`src/rtl/burst_write_splitter.sv`:
```
// burst_write_splitter
// Splits long write requests (start address + beat count) into sub-bursts of
// at most MAX_BURST_LENGTH beats and re-emits the data stream with a last flag
// at every sub-burst end. A small FIFO of sub-burst lengths links the address
// side to the data side, so data is only passed once its sub-burst is issued.
// Optional feature macro: BURST_WRITE_SPLITTER_4K_EN (keeps every sub-burst
// inside one 4 KB page).

module burst_write_splitter #(
    parameter int ADDR_WIDTH       = 32,
    parameter int DATA_WIDTH       = 32,
    parameter int MAX_BURST_LENGTH = 4,
    parameter int ADDR_STEP        = 1,
    parameter int LEN_FIFO_DEPTH   = 4
) (
    input  logic                  clk,
    input  logic                  rst_n,
    input  logic [ADDR_WIDTH-1:0] s_addr,
    input  logic [7:0]            s_length,
    input  logic                  s_addr_valid,
    output logic                  s_addr_ready,
    input  logic [DATA_WIDTH-1:0] s_data,
    input  logic                  s_data_valid,
    output logic                  s_data_ready,
    output logic [ADDR_WIDTH-1:0] m_addr,
    output logic [7:0]            m_length,
    output logic                  m_addr_valid,
    input  logic                  m_addr_ready,
    output logic [DATA_WIDTH-1:0] m_data,
    output logic                  m_data_last,
    output logic                  m_data_valid,
    input  logic                  m_data_ready
);

    localparam int         STEP_SHIFT = $clog2(ADDR_STEP);
    localparam int         PTR_W      = $clog2(LEN_FIFO_DEPTH);
    localparam logic [8:0] MAX_LEN    = 9'(MAX_BURST_LENGTH);

    typedef enum logic {IDLE, SPLIT} state_t;

    state_t                state_q, state_d;
    logic [ADDR_WIDTH-1:0] cur_addr_q, cur_addr_d;
    logic [8:0]            remaining_q, remaining_d;
    logic [8:0]            chunk;
    logic [8:0]            chunk_m1;

    logic [7:0]            fifo_mem_q [LEN_FIFO_DEPTH];
    logic [PTR_W-1:0]      wr_ptr_q, rd_ptr_q;
    logic [PTR_W:0]        count_q;
    logic                  fifo_full, fifo_nonempty;
    logic                  push, pop;

    logic [DATA_WIDTH-1:0] m_data_q;
    logic                  m_data_valid_q, m_data_last_q;
    logic [7:0]            beat_cnt_q;
    logic                  data_accept, last_beat;

    assign fifo_full     = (count_q == (PTR_W+1)'(LEN_FIFO_DEPTH));
    assign fifo_nonempty = (count_q != '0);

    assign s_addr_ready  = (state_q == IDLE) && rst_n;
    assign m_addr_valid  = (state_q == SPLIT) && !fifo_full;
    assign chunk_m1      = chunk - 9'd1;
    assign m_addr        = (state_q == SPLIT) ? cur_addr_q : '0;
    assign m_length      = (state_q == SPLIT) ? chunk_m1[7:0] : 8'd0;

    assign push          = m_addr_valid && m_addr_ready;
    assign s_data_ready  = fifo_nonempty && (!m_data_valid_q || m_data_ready);
    assign data_accept   = s_data_valid && s_data_ready;
    assign last_beat     = (beat_cnt_q == fifo_mem_q[rd_ptr_q]);
    assign pop           = data_accept && last_beat;

    assign m_data        = m_data_q;
    assign m_data_valid  = m_data_valid_q;
    assign m_data_last   = m_data_last_q;

    // Size of the next sub-burst: what is left, capped by the burst limit
    // and, when enabled, by the room left in the current 4 KB page.
`ifdef BURST_WRITE_SPLITTER_4K_EN
    logic [12:0] page_room;
    always_comb begin
        chunk     = (remaining_q < MAX_LEN) ? remaining_q : MAX_LEN;
        page_room = (13'h1000 - {1'b0, cur_addr_q[11:0]}) >> STEP_SHIFT;
        if ({4'b0, chunk} > page_room) begin
            chunk = page_room[8:0];
        end
    end
`else
    always_comb begin
        chunk = (remaining_q < MAX_LEN) ? remaining_q : MAX_LEN;
    end
`endif

    // Address FSM next state: latch a request in IDLE, walk through it in SPLIT.
    always_comb begin
        state_d     = state_q;
        cur_addr_d  = cur_addr_q;
        remaining_d = remaining_q;
        case (state_q)
            IDLE: begin
                if (s_addr_valid && s_addr_ready) begin
                    cur_addr_d  = s_addr;
                    remaining_d = {1'b0, s_length} + 9'd1;
                    state_d     = SPLIT;
                end
            end
            SPLIT: begin
                if (push) begin
                    cur_addr_d  = cur_addr_q + (ADDR_WIDTH'(chunk) << STEP_SHIFT);
                    remaining_d = remaining_q - chunk;
                    if (remaining_q == chunk) begin
                        state_d = IDLE;
                    end
                end
            end
            default: state_d = IDLE;
        endcase
    end

    // Address FSM registers.
    always_ff @(posedge clk) begin
        if (!rst_n) begin
            state_q     <= IDLE;
            cur_addr_q  <= '0;
            remaining_q <= '0;
        end else begin
            state_q     <= state_d;
            cur_addr_q  <= cur_addr_d;
            remaining_q <= remaining_d;
        end
    end

    // Length FIFO storage; contents are only meaningful while occupied.
    always_ff @(posedge clk) begin
        if (push) begin
            fifo_mem_q[wr_ptr_q] <= chunk_m1[7:0];
        end
    end

    // Length FIFO pointers and occupancy; push and pop may coincide.
    always_ff @(posedge clk) begin
        if (!rst_n) begin
            wr_ptr_q <= '0;
            rd_ptr_q <= '0;
            count_q  <= '0;
        end else begin
            if (push) wr_ptr_q <= wr_ptr_q + PTR_W'(1);
            if (pop)  rd_ptr_q <= rd_ptr_q + PTR_W'(1);
            case ({push, pop})
                2'b10:   count_q <= count_q + (PTR_W+1)'(1);
                2'b01:   count_q <= count_q - (PTR_W+1)'(1);
                default: count_q <= count_q;
            endcase
        end
    end

    // One-entry data output register with beat counting per sub-burst.
    always_ff @(posedge clk) begin
        if (!rst_n) begin
            m_data_q       <= '0;
            m_data_valid_q <= 1'b0;
            m_data_last_q  <= 1'b0;
            beat_cnt_q     <= '0;
        end else if (data_accept) begin
            m_data_q       <= s_data;
            m_data_valid_q <= 1'b1;
            m_data_last_q  <= last_beat;
            beat_cnt_q     <= last_beat ? 8'd0 : beat_cnt_q + 8'd1;
        end else if (m_data_ready) begin
            m_data_valid_q <= 1'b0;
        end
    end

endmodule

```
`config.mk`:
```
export PLATFORM = sky130hd
export DESIGN_NAME = burst_write_splitter
export DESIGN_NICKNAME = d
export VERILOG_FILES = /design/src/rtl/burst_write_splitter.sv
export SDC_FILE = /design/constraint.sdc
export NUM_CORES = 1
export LEC_CHECK = 0
export ABC_AREA = 0
export CELL_PAD_IN_SITES_DETAIL_PLACEMENT = 1
export CELL_PAD_IN_SITES_GLOBAL_PLACEMENT = 1
export CORE_AREA = 3 3 134 136
export CTS_CLUSTER_SIZE = 10
export DETAILED_ROUTE_END_ITERATION = 6
export DIE_AREA = 0 0 137 139
export PLACE_DENSITY = 0.81
export RECOVER_POWER = 25
export REMOVE_ABC_BUFFERS = 1
export SETUP_SLACK_MARGIN = 0.02
export SLEW_MARGIN = 40
export SYNTH_ARGS = -nofsm -noshare
export SYNTH_HDL_FRONTEND = slang
export SYNTH_SLANG_ARGS = --single-unit
export TNS_END_PERCENT = 1
```
`constraint.sdc`:
```
create_clock -name clk -period 7.61 [get_ports clk]
set_input_delay 0.761 -clock clk [delete_from_list [all_inputs] [get_ports clk]]
set_output_delay 0.761 -clock clk [all_outputs]
set_load 0.02 [all_outputs]
```
Yosys cells after proc, flatten, opt, wreduce, memory -nomap -nowiden

Memories as Yosys holds them, arrays and structs flattened. A register that Yosys moved wholly into a read port is not among the register bits.
Index checks and enable logic that the tools add are counted.

$add $sub $neg: 9
$lt $le $gt $ge: 1
Equality and inequality tests: 7
Muxes and demuxes: 21
Bitwise operators: 1
Reduce and logical (&&, ||, !) cells: 14

Operators by type and width:

| operator                                                   | number |
|---|---|
| two-way mux 32 bit                                         | 3 |
| case mux 32 bit (2 select lines)                           | 1 |
| adder 32 x 9 -> 32 bit                                     | 1 |
| two-way mux 9 bit                                          | 3 |
| case mux 9 bit (2 select lines)                            | 1 |
| two-way mux 8 bit                                          | 2 |
| adder 8 x 1 -> 9 bit, second input constant                | 1 |
| equality test 9 bit                                        | 1 |
| less-than comparator 9 x 3 -> 1 bit, second input constant | 1 |
| subtractor 9 bit                                           | 1 |
| adder 8 x 1 -> 8 bit, second input constant                | 1 |
| equality test 8 bit                                        | 1 |
| subtractor 8 x 1 -> 8 bit, second input constant           | 1 |
| logical AND 1 bit                                          | 7 |
| two-way mux 1 bit                                          | 7 |
| case mux 3 bit (2 select lines)                            | 1 |
| adder 2 x 1 -> 2 bit, second input constant                | 2 |
| two-way mux 2 bit                                          | 2 |
| inequality test 2 x 1 -> 1 bit, second input constant      | 2 |
| nonzero test 2 bit                                         | 2 |
| adder 3 x 1 -> 3 bit, second input constant                | 1 |
| equality test 3 bit, second input constant                 | 1 |
| nonzero test 3 bit                                         | 1 |
| subtractor 3 x 1 -> 3 bit, second input constant           | 1 |
| 7 further kinds                                            | 8 |

Flip-flop bits (word level): 91
Bits in writable memories: 32
Input port bits: 78
Output and inout bits: 77
Word-level logic and storage cells: 64
Memories: 1

Memory list:

| memory     | depth | bits a word | read ports | clocked after Yosys merged registers in | wr ports | line | source |
|---|---|---|---|---|---|---|---|
| fifo_mem_q | 4     | 8           | 1          | 1                                       | 1        | 47   | `logic [7:0] fifo_mem_q [LEN_FIFO_DEPTH];` |

Depth between registers and ports, before layout

Word-level depth: 7
Mapped depth: 13
Gate-level depth less buffers: 12

Least setup slack after synthesis

OpenSTA, ideal clock, no wires.

Path kind: flip-flop to flip-flop
Start point: register remaining_q[5]
End point: register cur_addr_q[25]
Library setup time: 0.068 ns
Arrival time: 3.123 ns
Data required time: 7.542 ns
Slack: 4.418 ns
Stages on the path, launching flop included: 14
Path buffers: 2
Clock period less this slack: 3.192 ns
Cells stage by stage: dfxtp_1 -> or4_1 -> buf_6 -> nor2_1 -> nand2_1 -> inv_1 -> ha_1 -> a21o_1 -> o22ai_2 -> or4_4 -> buf_6 -> a2111o_1 -> mux2_2 -> o21ai_2

Word-level cells in the longest chain between the ends: 5

RTL lines:

| element                             | line | source |
|---|---|---|
| start: declaration                  | 43   | `logic [8:0] remaining_q, remaining_d;` |
| start signal: assignment            | 129  | `remaining_q <= remaining_d;` |
| less-than comparator 9 x 3 -> 1 bit | 90   | `chunk = (remaining_q < MAX_LEN) ? remaining_q : MAX_LEN;` |
| two-way mux 9 bit *                 | 90   |  |
| adder 32 x 9 -> 32 bit *            | 109  | `cur_addr_d = cur_addr_q + (ADDR_WIDTH'(chunk) << STEP_SHIFT);` |
| two-way mux 32 bit *                | 108  | `if (push) begin` |
| case mux 32 bit (2 select lines) *  | 99   | `case (state_q)` |
| end signal: assignment              | 128  | `cur_addr_q <= cur_addr_d;` |
| end: declaration                    | 42   | `logic [ADDR_WIDTH-1:0] cur_addr_q, cur_addr_d;` |

Mark *: on every way between the ends. The rest lies on a longest branch, timed or not. The select of a mux whose other input is x is not followed.
A chain may end at the register's enable or synchronous reset.

Final worst setup path

Start point: input rst_n
End point: register cur_addr_q[28]

Word-level cells in the longest chain between the ends: 4

RTL lines:

| element                                  | line | source |
|---|---|---|
| start: declaration                       | 17   | `input logic rst_n,` |
| logical AND 1 bit                        | 61   | `assign s_addr_ready = (state_q == IDLE) && rst_n;` |
| logical AND 1 bit                        | 101  | `if (s_addr_valid && s_addr_ready) begin` |
| inequality test 2 x 1 -> 1 bit (no line) | n/a  |  |
| AND reduction 2 bit (no line)            | n/a  |  |

Several ways; a longest one is shown, not always the timed one.

==> results_dict.tcl <==
set metrics [dict create \
    cts_resized 0 \
    static-leakage-power_nw 3.21 \
    layout.filler_cells 1985 \
    grt_pass1_vias 6517 \
    final_setup_violation_count 0 \
    synth_top_area_share_pct 28.0 \
    holdBufCountCts 0 \
    netlist_area_sq_um 6660 \
    asyncSetResetFlopFracSynth_pct 0 \
    timing.final.crit_period_ns 4.52 \
    critPathMaxFanout 64 \
    flow.area_growth_from_synthesis_pct 34.5 \
    pre_cts_ws_ns 3.82 \
    timing.max_slew.rel_slack_pct -110 \
    drtIter0Drc 332 \
    post_route_cells_drive_above_1_share_pct 6.79 \
    globalRouteOverflowTotal 0 \
    final_critical_path_setup_slack_ns 3.09 \
    globalplace.congestion 0.794 \
    ys_warn_count 0 \
    wl_per_cell_um 18.0 \
    die_outline_area_sq_um 19000 \
    yosys.area.top_type "dfxtp_1" \
    std_cell_rows 48 \
    synth_sequential_area_ratio_pct 42.4 \
    violated_checks "capacitance limit, slew limit" \
    grt_max_degree 65 \
    period_share_pct 59.4 \
    timing.critical_path.required_ns 7.78 \
    first_pass_iters 5 \
    die_y_um 139 \
    diodes 0 \
    critical_path.startpoint_type "primary input" \
    max_freq_ghz 0.221 \
    run_status "finished, violations left" \
    grtUsageTotal_pct 21.4 \
    post-cts-setup-buffer-count 0 \
    clock_insertion_delay_at_the_later_pin_of_the_skew_report_ns 0.42 \
    worst_r2r_setup_slack_ns 3.89 \
    floorplan.io_pins 155 \
    dr_total_vias 6275 \
    grt_antenna_before_repair 0 \
    start_util_pct 39.0 \
    cts_tree "yes" \
    global_route_wire_length_before_repair_mm 32.9 \
    cts.root.buffer_cell "clkbuf_16" \
    cellPowerDensity_nw_per_um2 217 \
    core_area_sq_um 17100 \
    setup_clock_skew_after_layout_ns 0.0117 \
    synth_area_leaders "dfxtp_1 (28%), edfxtp_1 (14%), nand2_1 (7.0%)" \
    wirelength_mm 20.5 \
    post_drt_via_cell_ratio 5.51 \
    yosysUniqueCellTypes 73 \
    tritoncts.num_buffers 17 \
    timing_worst_setup_path_type "primary input to flip-flop" \
    drt_drc_violations_left 0 \
    clock-sinks 125 \
    clock_tree.buffer_depth 2 \
    worstHoldPathType "flip-flop to flip-flop" \
    worst-slew-pin-transition_ns 3.15 \
    detailedPlacementHpwl_mm 14.3 \
    worst-endpoint-arrival_ns 4.69 \
    rsz_0062_raised_after_global_routing "no" \
    dieWidth_um 137 \
    ys_dominant_reg_cell "dfxtp_1" \
    final.setup.tns_ns 0 \
    report.power.total_mw 1.95 \
    synth_cells 767 \
    mostFrequentLayoutCells "clkdlybuf4s50_1 (132), nand2_1 (123), dfxtp_1 (92)" \
    cts_max_level 4 \
    timing_hold_violations_final 0 \
    port_buffer_count 154 \
    layout_commonest_cell "clkdlybuf4s50_1" \
    syn_area_per_cell_sq_um 8.68 \
    design.final.nets 996 \
    slew_violations 96 \
    cts.reportedPaths.clkPinSlew_ns 0.06 \
    antenna_left 0 \
    vdd.ir_drop.worst_mv 0.167 \
    synth_enable_flop_cells 32 \
    synth.ff_latch_count 125 \
    cap_viol_max_count 2 \
    worst_setup_path_end_kind "flip-flop" \
]
==> power breakdown <==
part | switching (mW) | leakage, nW | internal [mW]
Sequential | 0.0376 | 1.04 | 0.724
Clock | 0.321 | 0.287 | 0.520
Combinational | 0.197 | 1.89 | 0.149
==> cell type report <==
type	count	area (sq um)	area share (%)
Clock buffer	17	425	4.75
Clock inverter	15	186	2.08
Inverter	16	60.1	0.670
Multi-Input combinational cell	579	3590	40.1
Sequential cell	125	2820	31.5
Tap cell	225	282	3.14
Timing Repair Buffer	161	1590	17.7
==> critical path: stages <==
cell	delay, ns
dlygate4sd3_1	0.53
clkbuf_1	0.60
clkinv_1	0.19
clkbuf_1	2.25
o22ai_1	0.33
==> registers in the layout (all words and copies together), names as in the netlist, named ones only <==
name / flops
cur_addr_q: 32
fifo_mem_q: 32
m_data: 32
remaining_q: 9
beat_cnt_q: 8
count_q: 3
rd_ptr_q: 2
wr_ptr_q: 2
m_data_last: 1
m_data_valid: 1
state_q: 1
==> through the flow <==
stage	cell area (sq um)	utilization, %	hold slack, ns	std cells
3_3_place_gp	8350	49.0	0.441	1106
4_1_cts	8960	52.6	0.455	1138
6_report	8960	52.5	0.451	1138
3_5_place_dp	8350	49.0	0.446	1106
2_1_floorplan	6460	-	0.464	720
5_1_grt	8960	52.5	0.463	1138
==> synth_stat cells, types with 9 or more instances <==
cell / number
a21oi_1: 73
a31oi_1: 13
and2_1: 45
and3_1: 20
clkbuf_1: 42
dfxtp_1: 93
edfxtp_1: 32
ha_1: 16
inv_1: 15
mux2i_1: 11
nand2_1: 124
nand3_1: 16
nand4_1: 14
nor2_1: 48
nor3_1: 14
o21ai_0: 25
o22ai_1: 9
xnor2_1: 20
xor2_1: 11
==> layer usage <==
layer / part of all wire (%) / GRT usage [%]
met2: 49 / 36.9
met1: 43 / 26.3
met3: 5.3 / 4.06
met4: 1.9 / 7.56
met5: 0 / 0
==> logic make-up after synthesis <==
kind of cell    share of synthesized area (%)
other cells                             0.113
compound gates                           16.7
simple gates                             24.0
xor+xnor                                 4.08
fa+ha+maj                                3.61
buf+inv                                  4.08
flops                                    42.4
mux                                      5.04
==> path summary, 6_finish.rpt <==
path         startpoint              to  cells after the start
max               rst_n  cur_addr_q[28]                      5
min          m_data[14]      m_data[14]                      2
max reg2reg     state_q  cur_addr_q[12]                      7
min reg2reg  m_data[14]      m_data[14]                      2
(Power assumes the default switching activity.)
